## config.mk

```make
export PLATFORM = sky130hd
export DESIGN_NAME = mem_stage_pipe
export DESIGN_NICKNAME = d
export VERILOG_FILES = /design/src/rtl/mem_stage_pipe_pkg.sv /design/src/rtl/mem_stage_pipe_load_extract.sv /design/src/rtl/mem_stage_pipe.sv
export SDC_FILE = /design/constraint.sdc
export NUM_CORES = 1
export LEC_CHECK = 0
export CAP_MARGIN = 20
export CELL_PAD_IN_SITES_DETAIL_PLACEMENT = 0
export CELL_PAD_IN_SITES_GLOBAL_PLACEMENT = 1
export CORE_MARGIN = 3
export CORE_UTILIZATION = 33
export DETAILED_ROUTE_END_ITERATION = 12
export PLACE_DENSITY = 0.93
export SETUP_SLACK_MARGIN = 0.05
export SLEW_MARGIN = 0
export SYNTH_ARGS = -nofsm -noshare
export SYNTH_HDL_FRONTEND = slang
export SYNTH_SLANG_ARGS = --single-unit
```

## constraint.sdc

```tcl
create_clock -name clk -period 4.9 [get_ports clk]
set_input_delay 0.98 -clock clk [delete_from_list [all_inputs] [get_ports clk]]
set_output_delay 0.98 -clock clk [all_outputs]
set_load 0.05 [all_outputs]
```

## src/rtl/mem_stage_pipe_pkg.sv

```systemverilog
// Shared definitions for the memory-access stage: load-op encodings, stage
// states and the byte-offset width derived from the datapath width.
package mem_stage_pipe_pkg;

    localparam logic [2:0] LOAD_LB  = 3'b000;
    localparam logic [2:0] LOAD_LH  = 3'b001;
    localparam logic [2:0] LOAD_LW  = 3'b010;
    localparam logic [2:0] LOAD_LD  = 3'b011;
    localparam logic [2:0] LOAD_LBU = 3'b100;
    localparam logic [2:0] LOAD_LHU = 3'b101;
    localparam logic [2:0] LOAD_LWU = 3'b110;

    typedef enum logic [1:0] {
        ST_EMPTY     = 2'd0,
        ST_WAIT_RESP = 2'd1,
        ST_DONE      = 2'd2
    } ms_state_e;

    function automatic int offset_width(input int xlen);
        return (xlen == 64) ? 3 : 2;
    endfunction

endpackage

```

## src/rtl/mem_stage_pipe_load_extract.sv

```systemverilog
// Combinational load aligner: shifts the response down by the byte offset and
// sign- or zero-extends the selected byte/half/word/double to XLEN.
module load_extract
    import mem_stage_pipe_pkg::*;
#(
    parameter  int XLEN = 32,
    localparam int OFFW = offset_width(XLEN)
) (
    input  logic [XLEN-1:0] i_rdata,
    input  logic [OFFW-1:0] i_offset,
    input  logic [2:0]      i_op,
    output logic [XLEN-1:0] o_result
);

    logic [XLEN-1:0] w_shifted;

    assign w_shifted = i_rdata >> {i_offset, 3'b000};

    always_comb begin
        o_result = w_shifted;
        case (i_op)
            LOAD_LB:  o_result = XLEN'($signed(w_shifted[7:0]));
            LOAD_LH:  o_result = XLEN'($signed(w_shifted[15:0]));
            LOAD_LW:  o_result = XLEN'($signed(w_shifted[31:0]));
            LOAD_LD:  o_result = w_shifted;
            LOAD_LBU: o_result = XLEN'(w_shifted[7:0]);
            LOAD_LHU: o_result = XLEN'(w_shifted[15:0]);
            LOAD_LWU: o_result = XLEN'(w_shifted[31:0]);
            default:  o_result = w_shifted;
        endcase
    end

endmodule

```

## src/rtl/mem_stage_pipe.sv

```systemverilog
// Memory-access pipeline stage: waits for in-order data responses, drops those
// owed to cancelled loads, extracts load data. MS_FWD_EN enables the ID bypass.
module mem_stage_pipe
    import mem_stage_pipe_pkg::*;
#(
    parameter int XLEN        = 32,
    parameter int MAX_DISCARD = 3
) (
    input  logic            clk,
    input  logic            resetn,
    input  logic            es_to_ms_valid,
    output logic            ms_allowin,
    input  logic [31:0]     es_pc,
    input  logic            es_res_from_mem,
    input  logic [2:0]      es_load_op,
    input  logic [XLEN-1:0] es_alu_result,
    input  logic [4:0]      es_dest,
    input  logic            es_gr_we,
    input  logic            es_cancel_req,
    input  logic            data_rvalid,
    input  logic [XLEN-1:0] data_rdata,
    input  logic            ms_flush,
    input  logic            ws_allowin,
    output logic            ms_to_ws_valid,
    output logic [31:0]     ms_pc,
    output logic [XLEN-1:0] ms_final_result,
    output logic [4:0]      ms_dest,
    output logic            ms_gr_we,
    output logic            ms_fwd_valid,
    output logic            ms_fwd_ready,
    output logic [4:0]      ms_fwd_dest,
    output logic [XLEN-1:0] ms_fwd_data
);

    localparam int OFFW = offset_width(XLEN);
    localparam int CW   = $clog2(MAX_DISCARD + 1);

    ms_state_e       r_state;
    logic [CW-1:0]   r_discard_cnt;
    logic [31:0]     r_pc;
    logic [2:0]      r_load_op;
    logic [OFFW-1:0] r_offset;
    logic [XLEN-1:0] r_result;
    logic [4:0]      r_dest;
    logic            r_gr_we;

    logic            w_cnt_zero;
    logic            w_consume;
    logic            w_ready_go;
    logic            w_accept;
    logic            w_flush_owed;
    logic            w_drop;
    logic [CW:0]     w_cnt_sum;
    logic [XLEN-1:0] w_load_data;

    assign w_cnt_zero = (r_discard_cnt == '0);
    assign w_consume  = (r_state == ST_WAIT_RESP) && data_rvalid && w_cnt_zero;
    assign w_ready_go = (r_state == ST_DONE) || w_consume;
    assign ms_allowin = !ms_flush && ((r_state == ST_EMPTY) || (w_ready_go && ws_allowin));
    assign w_accept   = es_to_ms_valid && ms_allowin;

    // A flushed load still has its response in flight unless it lands this cycle.
    assign w_flush_owed = ms_flush && (r_state == ST_WAIT_RESP) && !w_consume;
    assign w_drop       = data_rvalid && !w_cnt_zero;
    assign w_cnt_sum    = {1'b0, r_discard_cnt} + (CW+1)'(es_cancel_req)
                        + (CW+1)'(w_flush_owed) - (CW+1)'(w_drop);

    load_extract #(.XLEN(XLEN)) u_extract (
        .i_rdata  (data_rdata),
        .i_offset (r_offset),
        .i_op     (r_load_op),
        .o_result (w_load_data)
    );

    assign ms_to_ws_valid  = w_ready_go && !ms_flush;
    assign ms_final_result = w_consume ? w_load_data : r_result;
    assign ms_pc           = r_pc;
    assign ms_dest         = r_dest;
    assign ms_gr_we        = r_gr_we;

    always_ff @(posedge clk or negedge resetn) begin
        if (!resetn) begin
            r_state       <= ST_EMPTY;
            r_discard_cnt <= '0;
            r_pc          <= '0;
            r_load_op     <= '0;
            r_offset      <= '0;
            r_result      <= '0;
            r_dest        <= '0;
            r_gr_we       <= 1'b0;
        end else begin
            r_discard_cnt <= w_cnt_sum[CW-1:0];
            if (ms_flush) begin
                r_state <= ST_EMPTY;
            end else if (w_accept) begin
                r_state   <= es_res_from_mem ? ST_WAIT_RESP : ST_DONE;
                r_pc      <= es_pc;
                r_load_op <= es_load_op;
                r_offset  <= es_alu_result[OFFW-1:0];
                r_result  <= es_alu_result;
                r_dest    <= es_dest;
                r_gr_we   <= es_gr_we;
            end else if (w_ready_go && ws_allowin) begin
                r_state <= ST_EMPTY;
            end else if (w_consume) begin
                r_state  <= ST_DONE;
                r_result <= w_load_data;
            end
        end
    end

`ifdef MS_FWD_EN
    assign ms_fwd_valid = ((r_state == ST_WAIT_RESP) || (r_state == ST_DONE)) && r_gr_we;
    assign ms_fwd_ready = w_ready_go;
    assign ms_fwd_dest  = r_dest;
    assign ms_fwd_data  = ms_final_result;
`else
    assign ms_fwd_valid = 1'b0;
    assign ms_fwd_ready = 1'b0;
    assign ms_fwd_dest  = '0;
    assign ms_fwd_data  = '0;
`endif

    a_discard_overflow: assert property (@(posedge clk) disable iff (!resetn)
        w_cnt_sum <= (CW+1)'(MAX_DISCARD));

    a_stray_response: assert property (@(posedge clk) disable iff (!resetn)
        !(data_rvalid && w_cnt_zero && (r_state != ST_WAIT_RESP)));

endmodule

```

---- Word level (Yosys, flattened, before mapping) ----
Index checks and enable logic that the tools add are counted.
storage, ports and cells
  bits in registers ....................... 79
  output and inout bits ................... 111
  logic and storage cells ................. 48
  input port bits ......................... 113
operators by class
  eq/ne operators ......................... 6
  shift-type cells ........................ 1
  mux-type cells .......................... 9
  add/subtract/negate cells ............... 3
  bitwise logic cells ..................... 1
  reduce and logical (&&, ||, !) cells .... 20
operators by type and width
  kind                  count
  $pmux W32 S4          1
  $mux W32              3
  $shr A32 B5 Y32       1
  $mux W2               5
  $logic_and A1 B1 Y1   9
  $eq A3 B3 Y1 const B  2
  $add A2 B1 Y2         2
  $logic_not A2 Y1      2
  $reduce_and A2 Y1     2
  $reduce_bool A4 Y1    1
  $eq A3 B1 Y1 const B  1
  $logic_not A1 Y1      3
  $logic_not A3 Y1      1
  $eq A2 B1 Y1 const B  1
  $eq A2 B2 Y1 const B  1
  $logic_or A1 B1 Y1    2
  $ne A2 B2 Y1 const B  1
  $sub A2 B1 Y2         1
  $not A1 Y1            1

---- Depth between registers and ports, before layout ----
Gate-level depths: netlist of the first run.
  word-level depth ........................ 10
  mapped depth ............................ 8
  mapped depth without buffers ............ 5

---- Cells and area by module ----
A second synthesis of the first run with hierarchy kept.
second synthesis, totals
  cells, all modules ...................... 564
  area, all modules ....................... 5288.8 µm²
modules (own cells, without submodules)
  module          cells an instance  sequential area each (µm²)  times used  area each (µm²)
  mem_stage_pipe  457                1976.9                      1           4594.4
  load_extract    107                0.0                         1           694.4

---- Worst setup path after synthesis of the first run ----
No wires, ideal clock.
  path type ............................... input port to output port
  from .................................... in data_rdata[23]
  to ...................................... out ms_final_result[16]
  stages on the path ...................... 6
  data arrival time ....................... 2.615 ns
  data required time ...................... 3.920 ns
  path slack .............................. 1.305 ns
  path buffers ............................ 1
  path through ............................ nand2b_1 > a2111oi_2 > a211o_1 > buf_4 > nor3_1 > a21oi_1
between the ends
  cells in the longest elaborated chain, start to end .. 3
RTL lines
  item             line                               text
  from (decl)      mem_stage_pipe.sv:21               input logic [XLEN-1:0] data_rdata,
  $shr A32 B5 Y32  mem_stage_pipe_load_extract.sv:17  assign w_shifted = i_rdata >> {i_offset, 3'b000};
  $pmux W32 S4     mem_stage_pipe_load_extract.sv:21  case (i_op)
  $mux W32         -
  to (decl)        mem_stage_pipe.sv:26               output logic [XLEN-1:0] ms_final_result,
No other way between the ends.

---- Final worst setup path of the first run ----
  from .................................... in data_rvalid
  to ...................................... out ms_final_result[27]
between the ends
  cells in the longest elaborated chain, start to end .. 3
RTL lines
  item                              line                  text
  from (decl)                       mem_stage_pipe.sv:20  input logic data_rvalid,
  $logic_and A1 B1 Y1 (2 in a row)  mem_stage_pipe.sv:57  assign w_consume = (r_state == ST_WAIT_RESP) && data_rvalid && w_cnt_zero;
  $mux W32                          -
No other way between the ends.

==> flow_metrics.tcl, run 1 <==
set metrics [dict create \
    setup_viol 0 \
    vdd_ir_drop_max_uv 239.9 \
    antenna_cells 0 \
    crit_type "in -> out" \
    dieArea_um2 16780 \
    top_level_ports 224 \
    combPwrFrac 0.515 \
    root_buffer "clkbuf_16" \
    leakagePower_nw 3.321 \
    routed_wirelength_um 15810 \
    crit_path_start_kind "input port" \
    die_x_um 129.5 \
    hold_class "reg -> reg" \
    wl_met1_um 7058 \
    finalCritPeriodShare 0.9101 \
    tns_ns 0 \
    yosys.area.top_type "dfrtp_1" \
    core_um2 14750 \
    worst-path-buf-inv 2 \
    tightest_slew_ns 1.066 \
    grt_pass1_wl_um 23830 \
    cts_made_buffers 9 \
    fin_crit_ns 4.460 \
    crit_path_max_incr_delay_ns 0.50 \
    worst_skew_pair.late_latency_ns 0.34 \
    cts_resized 0 \
    drtPass1Iterations 5 \
    cts_setup_buffers 0 \
    htreeDepth 3 \
    crit_path_end_kind "output pin" \
    clock_path_buffers 2 \
    synth-seq-cells 79 \
    fin_skew_ns 0.005125 \
    wl_met3_um 1109 \
    cp.required_ns 3.92 \
    die_h_um 129.5 \
    slew_violations 0 \
    grt_max_degree 49 \
    clockPowerShare 0.216 \
    max_freq_mhz 224.2 \
    seqPwrFrac 0.269 \
    rows 44 \
    synth_area_leaders "dfrtp_1, nand2_1, buf_4, mux2i_1, a21oi_1" \
    final_cell_mix "nand2_1, clkdlybuf4s50_1, dfrtp_1" \
    final_common_cell "nand2_1" \
    synth_cells 576 \
    cp_max_fo 11 \
    gp_congestion 0.8367 \
    yosys_warnings 0 \
    port_buffers 184 \
    first_iter_violations 181 \
    power_per_cell_area_nw_per_um2 483.0 \
    slew_headroom 0.2891 \
    synth_cell_types 51 \
    fillers 1414 \
    cp.arrival_ns 3.48 \
    cp_slowest_cell "a211o_1" \
    start_util 0.3413 \
    cts_hold_buf 0 \
    crit_chain "clkdlybuf4s50_1, nor3b_4, nand2_1, a211o_1, nor2_1, a21oi_1, buf_4" \
    synth_seq_area_share 0.3925 \
    dp.cells 916 \
    synth_area_um2 5036 \
    synth_edf_count 0 \
    finalNetCount 858 \
    hold_viol 0 \
    hpwl_um 11740 \
    drt-wirelength-per-cell_um 16.97 \
    syn_to_final_growth_pct 43.95 \
    cap_violations 0 \
    clkTransAtPathRegs_ns 0.06 \
    yosysTopAreaCellShare 0.3925 \
    viasPerCell 4.876 \
    drive_gt1_frac 0.1190 \
    synth_ff_type "dfrtp_1" \
    synth_area_per_cell_um2 8.743 \
    drc_errors 0 \
    wl_met2_um 7309 \
    cts_tree "done" \
    power_switching_mw 1.544 \
    p_int_mw 1.957 \
    swShare 0.4410 \
    gr-total-overflow 0 \
    power_mw 3.502 \
    async_reset_ff_frac 1.000 \
    clock_sinks 79 \
    rsz0062_at_grt "no" \
    groute.usage.overall 0.1839 \
    vias 4544 \
    antenna_left 0 \
    antenna_found_initial 0 \
    status "complete, no violations" \
    cp_top_family "simple AND/OR/NAND/NOR gates" \
    routed.top_layer "met4" \
    fin_cells 932 \
    grt_pass1_vias 4343 \
]
## cell families (layout without fill, tap and decap cells)
group,after synthesis,in the layout,share of synthesized area
muxes,48,48,0.1001
other,1,39,0.0007446
xor gates and xnor gates,2,2,0.003479
AOI/OAI and AO/OA,117,117,0.1754
adders and majority gates,2,2,0.006459
buffers and inverters,92,226,0.1173
and+or+nand+nor,235,235,0.2040
DFF,79,79,0.3925
## through the flow
step                      hold slack (ns)  utilization  setup WS [ns]  cell area, um2
after floorplan                    0.4517            -          1.305            5179
after global placement             0.4568       0.4690         0.4679            6920
after detailed placement           0.4607       0.4690         0.4319            6920
after CTS                          0.4773       0.4914         0.4317            7249
after global routing               0.4882       0.4914         0.2521            7249
final                              0.4710       0.4914         0.4403            7249
## Yosys cell counts, types with 5 or more instances
library cell	count
nand2_1	161
dfrtp_1	79
buf_4	53
mux2i_1	38
a21oi_1	25
nor2_1	24
o21ai_1	19
inv_1	16
a2bb2oi_1	14
buf_2	13
and2_1	11
nor3_1	10
mux2_2	9
o31ai_2	8
a211o_1	7
a31oi_1	7
nand3_1	7
nand3b_1	7
clkbuf_1	6
o211ai_1	6
o221ai_1	6
nand2b_1	5
o21ai_0	5
## area by class of cell
type	instances	area [um2]	area share
repair buffers	194	2034	0.2806
well taps	184	230.2	0.03176
inverters	16	60.06	0.008284
clock buffers	9	225.2	0.03107
flip-flops and latches	79	1977	0.2727
multi-input cells	443	2619	0.3612
clock inverters	7	103.9	0.01433
## power groups by stage
stage / combinational [mW] / clock, mW / sequential, mW
after floorplan: 0.952 / 0 / 1.19
after global placement: 1.80 / 0 / 0.949
after detailed placement: 1.81 / 0 / 0.952
after CTS: 1.82 / 0.773 / 0.941
after global routing: 1.92 / 0.799 / 0.964
final: 1.80 / 0.757 / 0.941
## worst paths after layout
path | startpoint | to | slack, ns | cells past startpoint
max | data_rvalid | ms_final_result[27] | 0.44 | 7
min | ms_pc[11]$_DFFE_PN0P_ | ms_pc[11]$_DFFE_PN0P_ | 0.47 | 2
max reg2reg | r_offset[1]$_DFFE_PN0P_ | r_result[26]$_DFFE_PN0P_ | 2.00 | 6
min reg2reg | ms_pc[11]$_DFFE_PN0P_ | ms_pc[11]$_DFFE_PN0P_ | 0.47 | 2
max in group asynchronous | resetn | ms_pc[17]$_DFFE_PN0P_ | 3.33 | 2
min in group asynchronous | resetn | r_result[27]$_DFFE_PN0P_ | 0.67 | 1
## worst register-to-register path, stage by stage (launching register included)
cell     delay [ns]
dfrtp_1        1.05
mux2_2         0.46
and2_1         0.16
o21a_1         0.32
nor2_1         0.46
buf_4          0.25
a31oi_1        0.08
## flip-flops by register name (all words and copies together), names as in the netlist
signal,flops
ms_gr_we,1
r_discard_cnt,2
ms_pc,32
r_state,2
r_offset,2
r_load_op,3
r_result,32
ms_dest,5
## metal layers
layer / vias up / global-route usage
li1: 2236 / -
met1: 2120 / 0.2476
met2: 170 / 0.2869
met3: 18 / 0.04782
met4: 0 / 0.06601
met5: - / 0
(Power assumes the default switching activity.)
==> run 2: changes to the inputs <==
--- a/config.mk
+++ b/config.mk
@@ -10,6 +10,7 @@
 export CELL_PAD_IN_SITES_GLOBAL_PLACEMENT = 1
 export CORE_MARGIN = 3
 export CORE_UTILIZATION = 33
+export CTS_CLUSTER_DIAMETER = 30
 export DETAILED_ROUTE_END_ITERATION = 12
 export PLACE_DENSITY = 0.93
 export SETUP_SLACK_MARGIN = 0.05
==> constraint.sdc (replaced) <==
create_clock -name clk -period 4.9 [get_ports clk]
set_input_delay 0.98 -clock clk [delete_from_list [all_inputs] [get_ports clk]]
set_output_delay 0.98 -clock clk [all_outputs]
set_load 0.01 [all_outputs]
==> flow_metrics.tcl, run 2 (same netlist as run 1, synthesis figures left out) <==
set metrics [dict create \
    antenna_found_initial 0 \
    drc_errors 0 \
    rsz0062_at_grt "no" \
    hold_viol 0 \
    post-route-util 0.4829 \
    htreeDepth 3 \
    clock_sinks 79 \
    tightest_slew_ns 0.7434 \
    grt_pass1_wl_um 24560 \
    fin_skew_ns 0.005866 \
    power_mw 2.843 \
    slew_headroom 0.5044 \
    core_um2 14750 \
    slew_violations 0 \
    cts_hold_buf 0 \
    dieArea_um2 16780 \
    crit_path_start_kind "input port" \
    cap_violations 0 \
    fillers 1441 \
    max_freq_mhz 225.8 \
    die_h_um 129.5 \
    start_util 0.3413 \
    status "complete, no violations" \
    final_cell_mix "clkdlybuf4s50_1, nand2_1, dfrtp_1" \
    cp.arrival_ns 3.45 \
    finalNetCount 860 \
    drt-wirelength-per-cell_um 17.13 \
    vias 4635 \
    top_level_ports 224 \
    rows 44 \
    groute.usage.overall 0.1878 \
    clkTransAtPathRegs_ns 0.07 \
    syn_to_final_growth_pct 41.47 \
    crit_type "in -> out" \
    final_common_cell "clkdlybuf4s50_1" \
    antenna_cells 0 \
    worst_skew_pair.late_latency_ns 0.35 \
    cts_tree "done" \
    leakagePower_nw 3.226 \
    gp_congestion 0.8630 \
    hpwl_um 11730 \
    cp.required_ns 3.92 \
    antenna_left 0 \
    first_iter_violations 314 \
    setup_viol 0 \
    root_buffer "clkbuf_16" \
    drive_gt1_frac 0.07867 \
    viasPerCell 4.963 \
    gr-total-overflow 0 \
    vdd_ir_drop_max_uv 177.6 \
    crit_path_end_kind "output pin" \
    cts_made_buffers 9 \
    fin_crit_ns 4.429 \
    tns_ns 0 \
    finalCritPeriodShare 0.9040 \
    die_x_um 129.5 \
    grt_max_degree 51 \
    clock_path_buffers 2 \
    drtPass1Iterations 4 \
    power_per_cell_area_nw_per_um2 399.0 \
    cp_max_fo 12 \
    grt_pass1_vias 4587 \
    cts_resized 0 \
    hold_class "reg -> reg" \
    port_buffers 184 \
    routed_wirelength_um 16000 \
    cts_setup_buffers 0 \
]
-- run 2: cell types whose count changed in the layout (fill, tap and decap cells not counted), sizes merged --
cell           change
buf               -30
bufinv             -1
inv                +2
clkinvlp           -1
clkdlybuf4s50     +32
-- run 2: metal layers --
layer  share of wire  vias up  global-route usage
met3           0.070       16             0.05194
li1                -     2241                   -
met5               0        -                   0
met1            0.45     2211              0.2569
met2            0.46      167              0.2918
met4           0.017        0             0.05501
-- run 2: through the flow --
| stage | hold slack [ns] | worst slack [ns] | instance area (um2) | instances |
|---|---|---|---|---|
| after floorplan | 0.4517 | 1.771 | 5179 | 614 |
| after global placement | 0.4564 | 0.4568 | 6815 | 918 |
| after CTS | 0.4772 | 0.4437 | 7124 | 934 |
| after detailed placement | 0.4609 | 0.4552 | 6815 | 918 |
| final | 0.4741 | 0.4706 | 7124 | 934 |
| after global routing | 0.4894 | 0.2658 | 7124 | 934 |
-- run 2: area by class of cell --
class / instances / area (um2) / area share
clock buffer: 9 / 225.2 / 0.03161
clock inverter: 7 / 83.83 / 0.01177
inverter: 16 / 60.06 / 0.008430
multi-input combinational: 443 / 2619 / 0.3676
sequential: 79 / 1977 / 0.2775
tap: 184 / 230.2 / 0.03231
timing repair buffer: 196 / 1929 / 0.2708
-- run 2: critical path, stage by stage --
cell and delay [ns]:
clkdlybuf4s50_1 0.51, nand2b_1 0.09, a2111oi_2 0.42, o21a_1 0.47
nor2_1 0.09, buf_4 0.20, a21oi_1 0.13, clkdlybuf4s50_1 0.55
-- run 2: final timing paths --
check | from | to | slack (ns) | cells past startpoint
worst min register to register | ms_pc[9]$_DFFE_PN0P_ | ms_pc[9]$_DFFE_PN0P_ | 0.47 | 2
max in group asynchronous | resetn | r_result[14]$_DFFE_PN0P_ | 3.33 | 2
worst max-delay path | data_rdata[23] | ms_final_result[29] | 0.47 | 8
min in group asynchronous | resetn | r_discard_cnt[0]$_DFF_PN0_ | 0.67 | 1
worst min-delay path | ms_pc[9]$_DFFE_PN0P_ | ms_pc[9]$_DFFE_PN0P_ | 0.47 | 2
worst max register to register | r_state[0]$_DFFE_PN0P_ | r_result[16]$_DFFE_PN0P_ | 2.33 | 6
-- run 2: power by group --
group / internal (mW) / switching, mW / total [mW]
Combinational: 0.621 / 0.573 / 1.19
Sequential: 0.818 / 0.114 / 0.931
Clock: 0.406 / 0.312 / 0.718
Total: 1.84 / 0.998 / 2.84
